File: config.mk
export PLATFORM = sky130hd
export DESIGN_NAME = fp32_to_int32
export DESIGN_NICKNAME = d
export VERILOG_FILES = /design/src/rtl/fpu_pkg.sv /design/src/rtl/fp32_unpack.sv /design/src/rtl/fp32_to_int32.sv
export SDC_FILE = /design/constraint.sdc
export NUM_CORES = 1
export LEC_CHECK = 0
export ABC_AREA = 1
export BUFFER_PORTS_ARGS = -buffer_cell sky130_fd_sc_hd__buf_2
export CORE_MARGIN = 2
export CORE_UTILIZATION = 25
export CTS_CLUSTER_DIAMETER = 30
export DETAILED_ROUTE_END_ITERATION = 6
export PLACE_DENSITY = 0.52
export SLEW_MARGIN = 10
export SYNTH_ARGS = -nofsm -noshare
export SYNTH_HDL_FRONTEND = slang
export SYNTH_SLANG_ARGS = --single-unit
File: constraint.sdc
create_clock -name clk -period 2.94 [get_ports clk]
set_input_delay 0.147 -clock clk [delete_from_list [all_inputs] [get_ports clk]]
set_output_delay 0.147 -clock clk [all_outputs]
set_load 0.01 [all_outputs]
File: src/rtl/fpu_pkg.sv
// Shared FP32 field layout, conversion constants and FSM encoding for the
// float-to-integer converter.
package fpu_pkg;

  localparam int FP_EXP_W  = 8;
  localparam int FP_FRAC_W = 23;

  localparam logic [FP_EXP_W-1:0] FP_BIAS   = 8'd127;
  // Exponent at which the 24-bit significand already sits at integer scale.
  localparam logic [FP_EXP_W-1:0] EXP_ALIGN = 8'd150;
  localparam logic [FP_EXP_W-1:0] EXP_SAT   = 8'd158;
  localparam logic [FP_EXP_W-1:0] EXP_ALL1  = 8'hFF;

  localparam logic [31:0] INT_MAX = 32'h7FFF_FFFF;
  localparam logic [31:0] INT_MIN = 32'h8000_0000;

  typedef struct packed {
    logic                 sign;
    logic [FP_EXP_W-1:0]  exp;
    logic [FP_FRAC_W-1:0] frac;
  } fp32_t;

  typedef enum logic [2:0] {
    CLS_ZERO,
    CLS_DENORM,
    CLS_NORMAL,
    CLS_INF,
    CLS_NAN
  } fp_cls_t;

  typedef enum logic [2:0] {
    ST_IDLE,
    ST_UNPACK,
    ST_SHIFT,
    ST_SIGN,
    ST_DONE
  } state_t;

endpackage

File: src/rtl/fp32_unpack.sv
// Combinational split of an FP32 word into fields and IEEE-754 class.
// Zero latency; no flow control.
module fp32_unpack
  import fpu_pkg::*;
(
  input  logic [31:0] f_in,
  output fp32_t       fields,
  output fp_cls_t     cls
);

  always_comb begin
    fields = fp32_t'(f_in);
    cls    = CLS_NORMAL;
    if (fields.exp == '0) begin
      cls = (fields.frac == '0) ? CLS_ZERO : CLS_DENORM;
    end else if (fields.exp == EXP_ALL1) begin
      cls = (fields.frac == '0) ? CLS_INF : CLS_NAN;
    end
  end

endmodule

File: src/rtl/fp32_to_int32.sv
// FP32 to int32 converter, truncating toward zero, with a bit-serial shifter.
// done pulses 3+k cycles after acceptance; start is ignored unless idle.
module fp32_to_int32
  import fpu_pkg::*;
(
  input  logic        clk,
  input  logic        rst_n,
  input  logic        start,
  input  logic [31:0] F1,
  output logic        busy,
  output logic        done,
  output logic [31:0] I3,
  output logic        invalid,
  output logic        inexact
);

  state_t      state_q, state_d;
  logic [31:0] f1_q, f1_d;
  logic        sign_q, sign_d;
  logic [31:0] mag_q, mag_d;
  logic [4:0]  k_q, k_d;
  logic        left_q, left_d;
  logic        sticky_q, sticky_d;
  logic        inv_q, inv_d;
  logic [31:0] i3_q, i3_d;
  logic        invalid_q, invalid_d;
  logic        inexact_q, inexact_d;

  fp32_t       fields;
  fp_cls_t     cls;
  logic [7:0]  exp_up;
  logic [7:0]  exp_dn;

  fp32_unpack u_unpack (
    .f_in   (f1_q),
    .fields (fields),
    .cls    (cls)
  );

  assign exp_up = fields.exp - EXP_ALIGN;
  assign exp_dn = EXP_ALIGN - fields.exp;

  always_comb begin
    state_d   = state_q;
    f1_d      = f1_q;
    sign_d    = sign_q;
    mag_d     = mag_q;
    k_d       = k_q;
    left_d    = left_q;
    sticky_d  = sticky_q;
    inv_d     = inv_q;
    i3_d      = i3_q;
    invalid_d = invalid_q;
    inexact_d = inexact_q;

    unique case (state_q)
      ST_IDLE: begin
        if (start) begin
          f1_d    = F1;
          state_d = ST_UNPACK;
        end
      end

      ST_UNPACK: begin
        sign_d   = fields.sign;
        mag_d    = '0;
        k_d      = '0;
        left_d   = 1'b0;
        sticky_d = 1'b0;
        inv_d    = 1'b0;
        state_d  = ST_SIGN;
        case (cls)
          CLS_ZERO, CLS_DENORM: sticky_d = |fields.frac;
          CLS_INF:              inv_d    = 1'b1;
          CLS_NAN: begin
            inv_d  = 1'b1;
            sign_d = 1'b0;
          end
          default: begin
            if (fields.exp < FP_BIAS) begin
              sticky_d = 1'b1;
            end else if (fields.exp < EXP_SAT) begin
              mag_d  = {8'b0, 1'b1, fields.frac};
              left_d = (fields.exp > EXP_ALIGN);
              k_d    = left_d ? exp_up[4:0] : exp_dn[4:0];
              if (k_d != '0) state_d = ST_SHIFT;
            end else if (fields.exp == EXP_SAT && fields.sign && fields.frac == '0) begin
              // -2^31 is representable; negation in SIGN leaves it unchanged.
              mag_d = INT_MIN;
            end else begin
              inv_d = 1'b1;
            end
          end
        endcase
      end

      ST_SHIFT: begin
        if (left_q) begin
          mag_d = mag_q << 1;
        end else begin
          mag_d    = mag_q >> 1;
          sticky_d = sticky_q | mag_q[0];
        end
        k_d = k_q - 5'd1;
        if (k_q == 5'd1) state_d = ST_SIGN;
      end

      ST_SIGN: begin
        if (inv_q) begin
          i3_d = sign_q ? INT_MIN : INT_MAX;
        end else begin
          i3_d = sign_q ? -mag_q : mag_q;
        end
        invalid_d = inv_q;
        inexact_d = sticky_q;
        state_d   = ST_DONE;
      end

      ST_DONE: state_d = ST_IDLE;

      default: state_d = ST_IDLE;
    endcase
  end

  always_ff @(posedge clk) begin
    if (!rst_n) begin
      state_q   <= ST_IDLE;
      f1_q      <= '0;
      sign_q    <= 1'b0;
      mag_q     <= '0;
      k_q       <= '0;
      left_q    <= 1'b0;
      sticky_q  <= 1'b0;
      inv_q     <= 1'b0;
      i3_q      <= '0;
      invalid_q <= 1'b0;
      inexact_q <= 1'b0;
    end else begin
      state_q   <= state_d;
      f1_q      <= f1_d;
      sign_q    <= sign_d;
      mag_q     <= mag_d;
      k_q       <= k_d;
      left_q    <= left_d;
      sticky_q  <= sticky_d;
      inv_q     <= inv_d;
      i3_q      <= i3_d;
      invalid_q <= invalid_d;
      inexact_q <= inexact_d;
    end
  end

  assign busy    = (state_q == ST_UNPACK) || (state_q == ST_SHIFT) || (state_q == ST_SIGN);
  assign done    = (state_q == ST_DONE);
  assign I3      = i3_q;
  assign invalid = invalid_q;
  assign inexact = inexact_q;

endmodule

==> impl_results.rst <==
.. list-table::
   :header-rows: 1

   * - Metric
     - Value
   * - Data arrival time at the worst-slack endpoint
     - 1.95 ns
   * - Rel. slew slack
     - 0.586
   * - Via count
     - 5752
   * - Register-to-register path setup slack
     - 1.12 ns
   * - Initial DRC Count
     - 461
   * - TritonCTS clock tree
     - built
   * - Boundary pin count
     - 71
   * - Busiest metal layer after global routing
     - met2
   * - Achievable Freq
     - 478 MHz
   * - Post-route clock skew
     - a little over 0.007 ns
   * - Routed wire per std cell
     - 13.9 um
   * - GRT met2 Usage
     - 0.217
   * - Post_cts resized
     - 0
   * - Worst path depth
     - 6
   * - Placeable core region
     - 0.0233 mm2
   * - WP data required
     - about 2.8 ns
   * - Synth area leaders
     - dfxtp_1, nand2_1, a21oi_1
   * - Critical setup path kind
     - reg -> out
   * - Buffers added on ports
     - 70
   * - Compound-gate portion of the synthesized area
     - 0.225
   * - Layout fillers
     - 2645
   * - Setup fix buffers added after clock tree synthesis
     - 0
   * - Aggregate global-route resource usage
     - 0.143
   * - Post-synthesis register bit count
     - 110
   * - Placed cell areas
     - 0.00648 mm2
   * - Post-synthesis mux area share
     - 0
   * - Number of endpoints with negative hold slack in the final report
     - 0
   * - Maximum Capacitance Violations
     - 0
   * - Gate family responsible for the most delay along the worst path
     - buffers and inverters
   * - Total length of routed wires
     - 17.2 mm
   * - Last element of the critical path
     - busy
   * - Worst setup path startpoint
     - state_q[2]
   * - Global placer's final weighted congestion
     - roughly 0.90
   * - Peak ir drop on the vdd network
     - 0.249 mV
   * - Cell accounting for the most synthesized area
     - dfxtp_1
   * - Worst-case hold slack
     - 0.0653 ns
   * - Number of nets in the final layout
     - 960
   * - Result of the run
     - finished clean
   * - Cell count after synthesis
     - ~870
   * - Antenna fix cells
     - 0
   * - CTS Buf Count
     - 9
   * - Root cell of the clock tree
     - clkbuf_16
   * - Period utilization
     - 0.712
   * - Clock buffer depth
     - 2
   * - Area of the mapped netlist
     - roughly 0.0059 mm2
   * - Number of slew-limit violations in the final report
     - 0
   * - Dominant combinational cell family by area after synthesis
     - simple AND/OR/NAND/NOR gates
   * - Number of remaining DRC errors
     - 0
   * - Met1 usage in global routing
     - 0.210
   * - Reg2reg path depth
     - 12
   * - Unrepaired setup endpoints after global routing
     - no
   * - Highest-count cells in the layout ignoring fill and taps
     - nand2_1, dfxtp_1, a21oi_1
   * - Leakage Power
     - between 2 and 3 nW
   * - Synth-to-Final Area Change
     - 15.2%
   * - CP Cell Sequence
     - nor2_2, nand2_4, nand2_4, inv_2, nand2_1, buf_2
   * - Clock insertion delay at the later pin of the skew report
     - 0.36 ns
   * - Initial antenna violation count
     - 0
   * - Post-synthesis cell type count
     - 44
   * - Post-route core utilization
     - 0.290
   * - Maximum fanout count along the critical path
     - 26
   * - Clock input transition at the sequential cells of the worst setup and hold paths
     - 0.07 ns
   * - Final instance area
     - 0.00675 mm2
   * - Height of the die
     - 157 um
   * - Most common flop cell mapped by yosys
     - dfxtp_1
   * - Global route overflow
     - 0
   * - Worst R2R End
     - I3[16]
   * - Warnings, synthesis
     - 0
   * - Final setup fails
     - 0
   * - Starting density of the core
     - 0.252
   * - Global-route wire length before repair
     - 28.4 mm
   * - Via/cell ratio
     - 4.64
   * - Post-synth EDFFs
     - 0
   * - Most common library cell in the layout ignoring fill and taps
     - nand2_1
   * - Critical path endpoint category
     - primary output
   * - Detailed Routing Iterations Pass 1
     - 5
   * - Number of global-route vias before repair
     - 5435
   * - Detailed-placement wirelength estimate
     - 12.6 mm
   * - CP most frequent cell
     - nand2_4
   * - Slowest cell on the critical path
     - dfxtp_1
   * - Worst flop-to-flop path startpoint
     - mag_q[1]
   * - Clock sink total
     - 110
   * - Top-area cell type share of the netlist area
     - 0.376
   * - Xor and xnor area share after synthesis
     - 0.0149
   * - Area of the die
     - 0.0247 mm2
   * - Worst Path Buf+Inv
     - 2
   * - Syn_nets
     - 911
   * - Pwr Density
     - 605 mW/mm2
   * - Startpoint types
     - register
   * - Final worst path period need
     - 2.09 ns
   * - Synthesized area per cell
     - 6.76 um2
   * - Met3 global-route usage
     - 0.0256
   * - Setup tns final
     - 0 ns
   * - Critical Path Max Stage Delay
     - 0.43 ns
   * - Number of hold-repair buffers added at the cts stage
     - 0
   * - Area fraction in and, or, nand and nor cells after synthesis
     - 0.268
   * - Sequential element share of the synthesized area
     - 0.376
   * - Worst Hold Class
     - in -> reg
   * - Worst-Margin Slew
     - 0.621 ns
   * - Die Width
     - 157 um
   * - Async SR Flop Fraction
     - 0
   * - H-Tree Level Count
     - 3
   * - Antenna-violating nets left
     - 0
   * - Share of cells above drive strength 1
     - 0.138
   * - Number of standard-cell rows in the floorplan
     - 56
   * - Largest net degree at the start of global routing
     - 71
   * - Post-synthesis adder-cell area fraction
     - 0.0192
[registers in the layout, indices dropped and copies added, names as in the netlist]
register,flops
I3,32
invalid,1
mag_q,32
f1_q,32
sticky_q,1
left_q,1
sign_q,1
inexact,1
state_q,3
k_q,5
inv_q,1
[kinds of logic after synthesis]
group	count (synthesis)
AND/OR/NAND/NOR	358
XOR/XNOR	10
buffers and inverters	138
adder cells (fa/ha/maj)	9
AO/OA/AOI/OAI	242
flip-flops	110
[worst min-delay path: stages]
cell and delay, ns:
buf_2 0.07, o21ai_0 0.07, a21oi_1 0.10
[layout make-up]
class	instances	area (um2)	share of cell area
multi-input cells	619	3090	0.458
flip-flops and latches	110	2200	0.326
repair buffers	81	433	0.0641
well taps	319	399	0.0591
inverters	95	357	0.0528
clock buffers	9	225	0.0333
clock inverters	6	45.0	0.00667
[through the flow]
stage / setup slack (ns) / power (W) / instances
2_1_floorplan: 1.44 / 0.00263 / 867
6_report: 0.846 / 0.00408 / 1239
4_1_cts: 0.800 / 0.00413 / 1239
3_5_place_dp: 1.13 / 0.00297 / 1224
3_3_place_gp: 1.11 / 0.00296 / 1224
5_1_grt: 0.712 / 0.00438 / 1239
[Yosys cell counts, drive strengths merged, types with 3 or more instances]
cell type	number
a22oi	10
nor2	85
or2	3
a31oi	24
a21oi	94
o211ai	4
buf	18
o22ai	11
nand3	56
nor3	5
inv	94
nand2	192
nand4	13
clkbuf	25
xor2	8
o21ai	91
ha	9
dfxtp	110
[layer usage]
metal,wire (um),part of all wire
met2,7150,0.42
met4,202,0.012
met1,9050,0.53
met3,806,0.047
met5,0,0
[report_power, final]
part / total (W) / switching (W) / internal [W] / leakage (nW)
Combinational: 0.00117 / 0.000795 / 0.000371 / 1.87
Clock: 0.00115 / 0.000573 / 0.000577 / 0.136
Sequential: 0.00177 / 0.000120 / 0.00165 / 0.897
[how the worst min path moves through the flow]
stage	start	to	slack, ns	cells past startpoint
3_5_place_dp	F1[5]	f1_q[5]	0.44	3
3_3_place_gp	F1[25]	f1_q[25]	0.42	3
2_1_floorplan	F1[0]	f1_q[0]	0.34	2
4_1_cts	F1[25]	f1_q[25]	0.05	3
5_1_grt	F1[10]	f1_q[10]	0.07	3
6_report	F1[29]	f1_q[29]	0.07	3
Note: power is estimated with default switching activity, not from simulation.
